### src/rtl/icache_line_refill.sv
// I-cache miss refill engine: AHB-Lite wrapping read burst, critical word first,
// assembled into one cache line. Optional macro ICACHE_CRIT_WORD_FWD_EN adds cw_valid/cw_data.
module icache_line_refill #(
  parameter  int unsigned CACHE_LINE = 128,
  parameter  int unsigned CACHE_SIZE = 8192,
  localparam int unsigned BEATS      = CACHE_LINE / 32,
  localparam int unsigned OFF_W      = $clog2(BEATS),
  localparam int unsigned IDX_W      = $clog2(CACHE_SIZE * 8 / CACHE_LINE),
  localparam int unsigned TAG_W      = 30 - IDX_W - OFF_W
) (
  input  logic                  HCLK,
  input  logic                  HRESETn,
  input  logic                  req_valid,
  output logic                  req_ready,
  input  logic [31:0]           req_addr,
  output logic [31:0]           HADDR,
  output logic [1:0]            HTRANS,
  output logic [2:0]            HBURST,
  output logic [2:0]            HSIZE,
  output logic                  HWRITE,
  input  logic                  HREADY,
  input  logic                  HRESP,
  input  logic [31:0]           HRDATA,
  output logic                  fill_valid,
  input  logic                  fill_ready,
  output logic [CACHE_LINE-1:0] fill_line,
  output logic [TAG_W-1:0]      fill_tag,
  output logic [IDX_W-1:0]      fill_index,
  output logic                  fill_err
`ifdef ICACHE_CRIT_WORD_FWD_EN
  ,
  output logic                  cw_valid,
  output logic [31:0]           cw_data
`endif
);

  typedef enum logic [1:0] {S_IDLE, S_ADDR, S_DATA, S_DONE} state_e;
  typedef enum logic [1:0] {HT_IDLE = 2'b00, HT_BUSY = 2'b01, HT_NONSEQ = 2'b10, HT_SEQ = 2'b11} htrans_e;

  localparam logic [2:0]     BURST    = (BEATS == 16) ? 3'b110 : (BEATS == 8) ? 3'b100 : 3'b010;
  localparam logic [OFF_W-1:0] OFF_ONE  = OFF_W'(1);
  localparam logic [OFF_W-1:0] OFF_LAST = OFF_W'(BEATS - 1);
  localparam logic [OFF_W:0]   CNT_ONE  = (OFF_W + 1)'(1);
  localparam logic [OFF_W:0]   CNT_FULL = (OFF_W + 1)'(BEATS);

  state_e                state_q, state_d;
  htrans_e               htrans_q, htrans_d;
  logic [31:0]           haddr_q, haddr_d;
  logic [CACHE_LINE-1:0] line_q, line_d;
  logic [TAG_W-1:0]      tag_q, tag_d;
  logic [IDX_W-1:0]      idx_q, idx_d;
  logic                  err_q, err_d;
  logic [OFF_W-1:0]      start_q, start_d;
  logic [OFF_W-1:0]      data_cnt_q, data_cnt_d;
  logic [OFF_W:0]        addr_cnt_q, addr_cnt_d;
  logic [OFF_W-1:0]      slot;
  logic                  unused_bits;
`ifdef ICACHE_CRIT_WORD_FWD_EN
  logic                  beat0_cap;
  logic                  cw_valid_q;
  logic [31:0]           cw_data_q;
`endif

  assign unused_bits = ^req_addr[1:0];
  assign slot        = start_q + data_cnt_q;

  always_comb begin
    state_d    = state_q;
    htrans_d   = htrans_q;
    haddr_d    = haddr_q;
    line_d     = line_q;
    tag_d      = tag_q;
    idx_d      = idx_q;
    err_d      = err_q;
    start_d    = start_q;
    data_cnt_d = data_cnt_q;
    addr_cnt_d = addr_cnt_q;
`ifdef ICACHE_CRIT_WORD_FWD_EN
    beat0_cap  = 1'b0;
`endif
    case (state_q)
      S_IDLE: begin
        if (req_valid) begin
          tag_d      = req_addr[31 -: TAG_W];
          idx_d      = req_addr[OFF_W + 2 +: IDX_W];
          start_d    = req_addr[OFF_W + 1:2];
          haddr_d    = {req_addr[31:2], 2'b00};
          htrans_d   = HT_NONSEQ;
          err_d      = 1'b0;
          data_cnt_d = '0;
          addr_cnt_d = CNT_ONE;
          state_d    = S_ADDR;
        end
      end
      S_ADDR: begin
        if (HREADY) begin
          haddr_d[OFF_W + 1:2] = haddr_q[OFF_W + 1:2] + OFF_ONE;
          htrans_d             = HT_SEQ;
          addr_cnt_d           = addr_cnt_q + CNT_ONE;
          state_d              = S_DATA;
        end
      end
      S_DATA: begin
        // First ERROR cycle cancels the pending address even while HREADY is low.
        if (HRESP) begin
          htrans_d = HT_IDLE;
          if (HREADY) begin
            err_d   = 1'b1;
            state_d = S_DONE;
          end
        end else if (HREADY) begin
          for (int unsigned k = 0; k < BEATS; k++) begin
            if (slot == OFF_W'(k)) line_d[32 * k +: 32] = HRDATA;
          end
          data_cnt_d = data_cnt_q + OFF_ONE;
`ifdef ICACHE_CRIT_WORD_FWD_EN
          beat0_cap  = (data_cnt_q == '0);
`endif
          if (addr_cnt_q < CNT_FULL) begin
            haddr_d[OFF_W + 1:2] = haddr_q[OFF_W + 1:2] + OFF_ONE;
            htrans_d             = HT_SEQ;
            addr_cnt_d           = addr_cnt_q + CNT_ONE;
          end else begin
            htrans_d = HT_IDLE;
          end
          if (data_cnt_q == OFF_LAST) state_d = S_DONE;
        end
      end
      S_DONE: begin
        if (fill_ready) state_d = S_IDLE;
      end
      default: state_d = S_IDLE;
    endcase
  end

  always_ff @(posedge HCLK or negedge HRESETn) begin
    if (!HRESETn) begin
      state_q    <= S_IDLE;
      htrans_q   <= HT_IDLE;
      haddr_q    <= '0;
      line_q     <= '0;
      tag_q      <= '0;
      idx_q      <= '0;
      err_q      <= 1'b0;
      start_q    <= '0;
      data_cnt_q <= '0;
      addr_cnt_q <= '0;
    end else begin
      state_q    <= state_d;
      htrans_q   <= htrans_d;
      haddr_q    <= haddr_d;
      line_q     <= line_d;
      tag_q      <= tag_d;
      idx_q      <= idx_d;
      err_q      <= err_d;
      start_q    <= start_d;
      data_cnt_q <= data_cnt_d;
      addr_cnt_q <= addr_cnt_d;
    end
  end

`ifdef ICACHE_CRIT_WORD_FWD_EN
  always_ff @(posedge HCLK or negedge HRESETn) begin
    if (!HRESETn) begin
      cw_valid_q <= 1'b0;
      cw_data_q  <= '0;
    end else begin
      cw_valid_q <= beat0_cap;
      if (beat0_cap) cw_data_q <= HRDATA;
    end
  end

  assign cw_valid = cw_valid_q;
  assign cw_data  = cw_data_q;
`endif

  assign req_ready  = (state_q == S_IDLE);
  assign fill_valid = (state_q == S_DONE);
  assign HADDR      = haddr_q;
  assign HTRANS     = htrans_q;
  assign HBURST     = BURST;
  assign HSIZE      = 3'b010;
  assign HWRITE     = 1'b0;
  assign fill_line  = line_q;
  assign fill_tag   = tag_q;
  assign fill_index = idx_q;
  assign fill_err   = err_q;

endmodule

### config.mk
export PLATFORM = sky130hd
export DESIGN_NAME = icache_line_refill
export DESIGN_NICKNAME = d
export VERILOG_FILES = /design/src/rtl/icache_line_refill.sv
export SDC_FILE = /design/constraint.sdc
export NUM_CORES = 1
export LEC_CHECK = 0
export BUFFER_PORTS_ARGS = -buffer_cell sky130_fd_sc_hd__buf_2
export CAP_MARGIN = 15
export CORE_UTILIZATION = 34
export DETAILED_ROUTE_END_ITERATION = 7
export PLACE_DENSITY_LB_ADDON = 0.25
export SYNTH_ARGS = -nofsm -noshare
export SYNTH_HDL_FRONTEND = slang
export SYNTH_SLANG_ARGS = --single-unit
### constraint.sdc
create_clock -name HCLK -period 3.45 [get_ports HCLK]
set_input_delay 0.1725 -clock HCLK [delete_from_list [all_inputs] [get_ports HCLK]]
set_output_delay 0.1725 -clock HCLK [all_outputs]
set_load 0.02 [all_outputs]
==> run_results.csv <==
group,metric,value,unit
run_status,status,"completed",
critical_path,worstRegToRegCells,6,
floorplan,die_width,149,um
critical_path,r2r-start,"data_cnt_q[0]",
yosys,synth_compound_area_share,1.43,%
yosys,yosysSeqAreaShare,58.1,%
layout,syn_to_final_growth,29.6,%
floorplan,initial_core_util,34.7,%
critical_path,crit_path_end,"fill_line[15]",
grt,use_met1,19.5,%
sta,finalSetupViolations,0,
routing,via_count,4632,
critical_path,worst_setup_path_end_kind,"flip-flop",
sta,final.setup.tns,0,ns
clock_network,clockBufferDepth,2,
sta,report.final.slew_viol_count,0,
clock_network,postCtsSetupBuffers,0,
yosys,synth_edf_count,0,
routing,drc,0,
clock_network,worstSkewPairLatency,0.42,ns
placement,placed_area,8590,sq um
yosys,synth.mux.area_fraction,28.4,%
layout,antennaDiodeCount,0,
critical_path,critPathTopFamily,"XOR/XNOR gates",
placement,port_buffers,258,
clock_network,clock_sink_count,170,
floorplan,row_count,53,
layout,nNetsFinal,808,
critical_path,cp.buffers_inverters,1,
pwr,power.density,1030,nW/um^2
critical_path,crit_arrival,2.70,ns
routing,dr.pass1.iters,4,
grt,grt_pass1_wl,26.8,mm
clock_network,path_clk_slew,0.07,ns
yosys,async_flop_share,100,%
routing,drtIter0Drc,97,
clock_network,cts_root_buf,"clkbuf_16",
yosys,synth_area_per_cell,15.9,sq um
critical_path,max_stage_delay,0.44,ns
critical_path,cp.required,3.75,ns
sta,max_freq,417,MHz
job,cap_violations,0,
sta,finClkSkew,0.00892,ns
pwr,vdd_ir_drop_max,568,uV
clock_network,h-tree-depth,4,
critical_path,critPathSlowestCell,"nand2_2",
grt,grt_pass1_vias,4920,
critical_path,cp.depth,6,
sta,worst_pin_slew,0.789,ns
grt,grt_use_total,15.8,%
layout,mostFrequentLayoutCells,"buf_2, dfrtp_1, mux2_2, mux2_4, dlygate4sd3_1",
yosys,ys.flop_type,"dfrtp_1",
layout,finalInstanceArea,9490,sq um
critical_path,reg2reg_to,"fill_line[15]",
yosys,synth_simple_gate_area_share,2.68,%
critical_path,crit_type,"flip-flop to flip-flop",
placement,dpl.hpwl,11.7,mm
critical_path,regToRegSetupSlack,1.05,ns
sta,layout_min_cycle_time,2.40,ns
routing,post_drt_wl_per_cell,16.6,um
grt,gr-usage-met2,26.3,%
yosys,yosys.cell_types.count,40,
pwr,p_leak,4.95,nW
critical_path,cp-start-kind,"flip-flop",
routing,wl,16.9,mm
clock_network,cts_tree,"done",
yosys,yosys_warnings,0,
yosys,synthCells,460,
critical_path,cp_max_fo,19,
yosys,synth_area,7320,sq um
placement,gp_congestion,0.723,
critical_path,crit_start,"data_cnt_q[0]",
floorplan,die_y,149,um
yosys,synthAdderAreaFrac,1.54,%
floorplan,die-area,22100,sq um
yosys,ys_ff_latch,170,
routing,routed_via_density,4.55,
grt,grt.overflow.total,0,
layout,drive_above_1_share,62.5,%
min_path,hp-class,"primary input to flip-flop",
layout,mostFrequentLayoutCell,"buf_2",
sta,timing.final.crit_share,69.5,%
sta,rsz0062_at_grt,"no",
yosys,synth_top_family_by_area,"multiplexers",
grt,grt_max_degree,86,
floorplan,ios,270,
grt,busiest_layer,"met2",
floorplan,core_area,21100,sq um
grt,gr-usage-met3,4.89,%
min_path,hold_start,"req_addr[2]",
routing,drtAntennaViolNets,0,
clock_network,cts_inserted_buffers,17,
critical_path,crit_chain,"ha_1, xor2_1, xnor2_2, nand2_2, buf_4, mux2_2",
grt,antenna_found_initial,0,
yosys,synth_xor_area_share,0.342,%
sta,slew_headroom,47.4,%
sta,hold_viol,0,
## cell usage after synthesis, types with 2 or more instances
cell type	count	area, sq um
buf_4	38	285
mux2i_1	4	40.0
buf_12	6	120
ha_1	9	113
mux2_2	97	1090
nand2b_1	5	31.3
conb_1	2	7.51
a21oi_1	3	15.0
clkbuf_1	4	15.0
nand2_1	5	18.8
o21ai_0	2	10.0
inv_1	8	30.0
nor2b_1	4	25.0
buf_6	8	90.1
nor2_1	3	11.3
mux2_1	4	45.0
nor3_1	2	10.0
dfrtp_1	170	4250
nand4b_1	2	17.5
mux2_4	60	901
o2bb2ai_1	3	26.3
a31oi_1	2	12.5
and2_1	2	12.5
## flip-flops by register name, indices dropped and copies added (netlist names)
signal and cells:
state_q 2, fill_index 8, start_q 2, addr_cnt_q 3, HTRANS 2, fill_line 128
fill_tag 19, fill_err 1, data_cnt_q 2, HADDR 3
## repair_timing
action,CTS,global route
hold buffers,32,1
resized for setup,0,0
endpoints found under the hold margin,114,1
## kinds of logic after synthesis
| family | after synthesis |
|---|---|
| multiplexers | 165 |
| other | 2 |
| adder cells (fa/ha/maj) | 9 |
| AO/OA/AOI/OAI | 15 |
| buffers and inverters | 65 |
| XOR/XNOR | 2 |
| flip-flops | 170 |
| AND/OR/NAND/NOR | 32 |
## power breakdown
| part | internal [mW] | switching (mW) |
|---|---|---|
| sequential | 2.91 | 0.556 |
| clock | 1.04 | 0.810 |
| combinational | 1.95 | 2.52 |
## layer usage
layer  share of wire [%]  vias up
met2                  50      189
met4                 1.2        0
met1                  43     2347
met5                   0        -
li1                    -     2078
met3                 6.6       18
## area by class of cell
class	instances	area, sq um
tap	275	344
clock buffer	20	457
sequential	170	4250
inverter	8	30.0
fill	1910	11600
clock inverter	12	113
multi-input combinational	232	2560
timing repair buffer	300	1730
## worst min path at each step
stage | end | cells past startpoint
after floorplan | HADDR[12] | 0
after global placement | fill_line[62] | 1
after detailed placement | fill_line[60] | 1
after CTS | start_q[0] | 2
after global routing | fill_line[123] | 2
final | start_q[0] | 2
## through the flow
stage	worst slack [ns]	util (%)	hold WS [ns]	power, mW	std cells
after floorplan	1.49	-	-0.123	6.67	467
after global placement	1.05	40.7	0.272	7.85	952
after detailed placement	0.997	40.7	0.289	7.97	952
after CTS	0.988	45.0	0.00122	9.92	1016
after global routing	0.814	45.0	0.00814	10.4	1017
final	1.05	45.0	0.0207	9.79	1017
(Power assumes the default switching activity.)
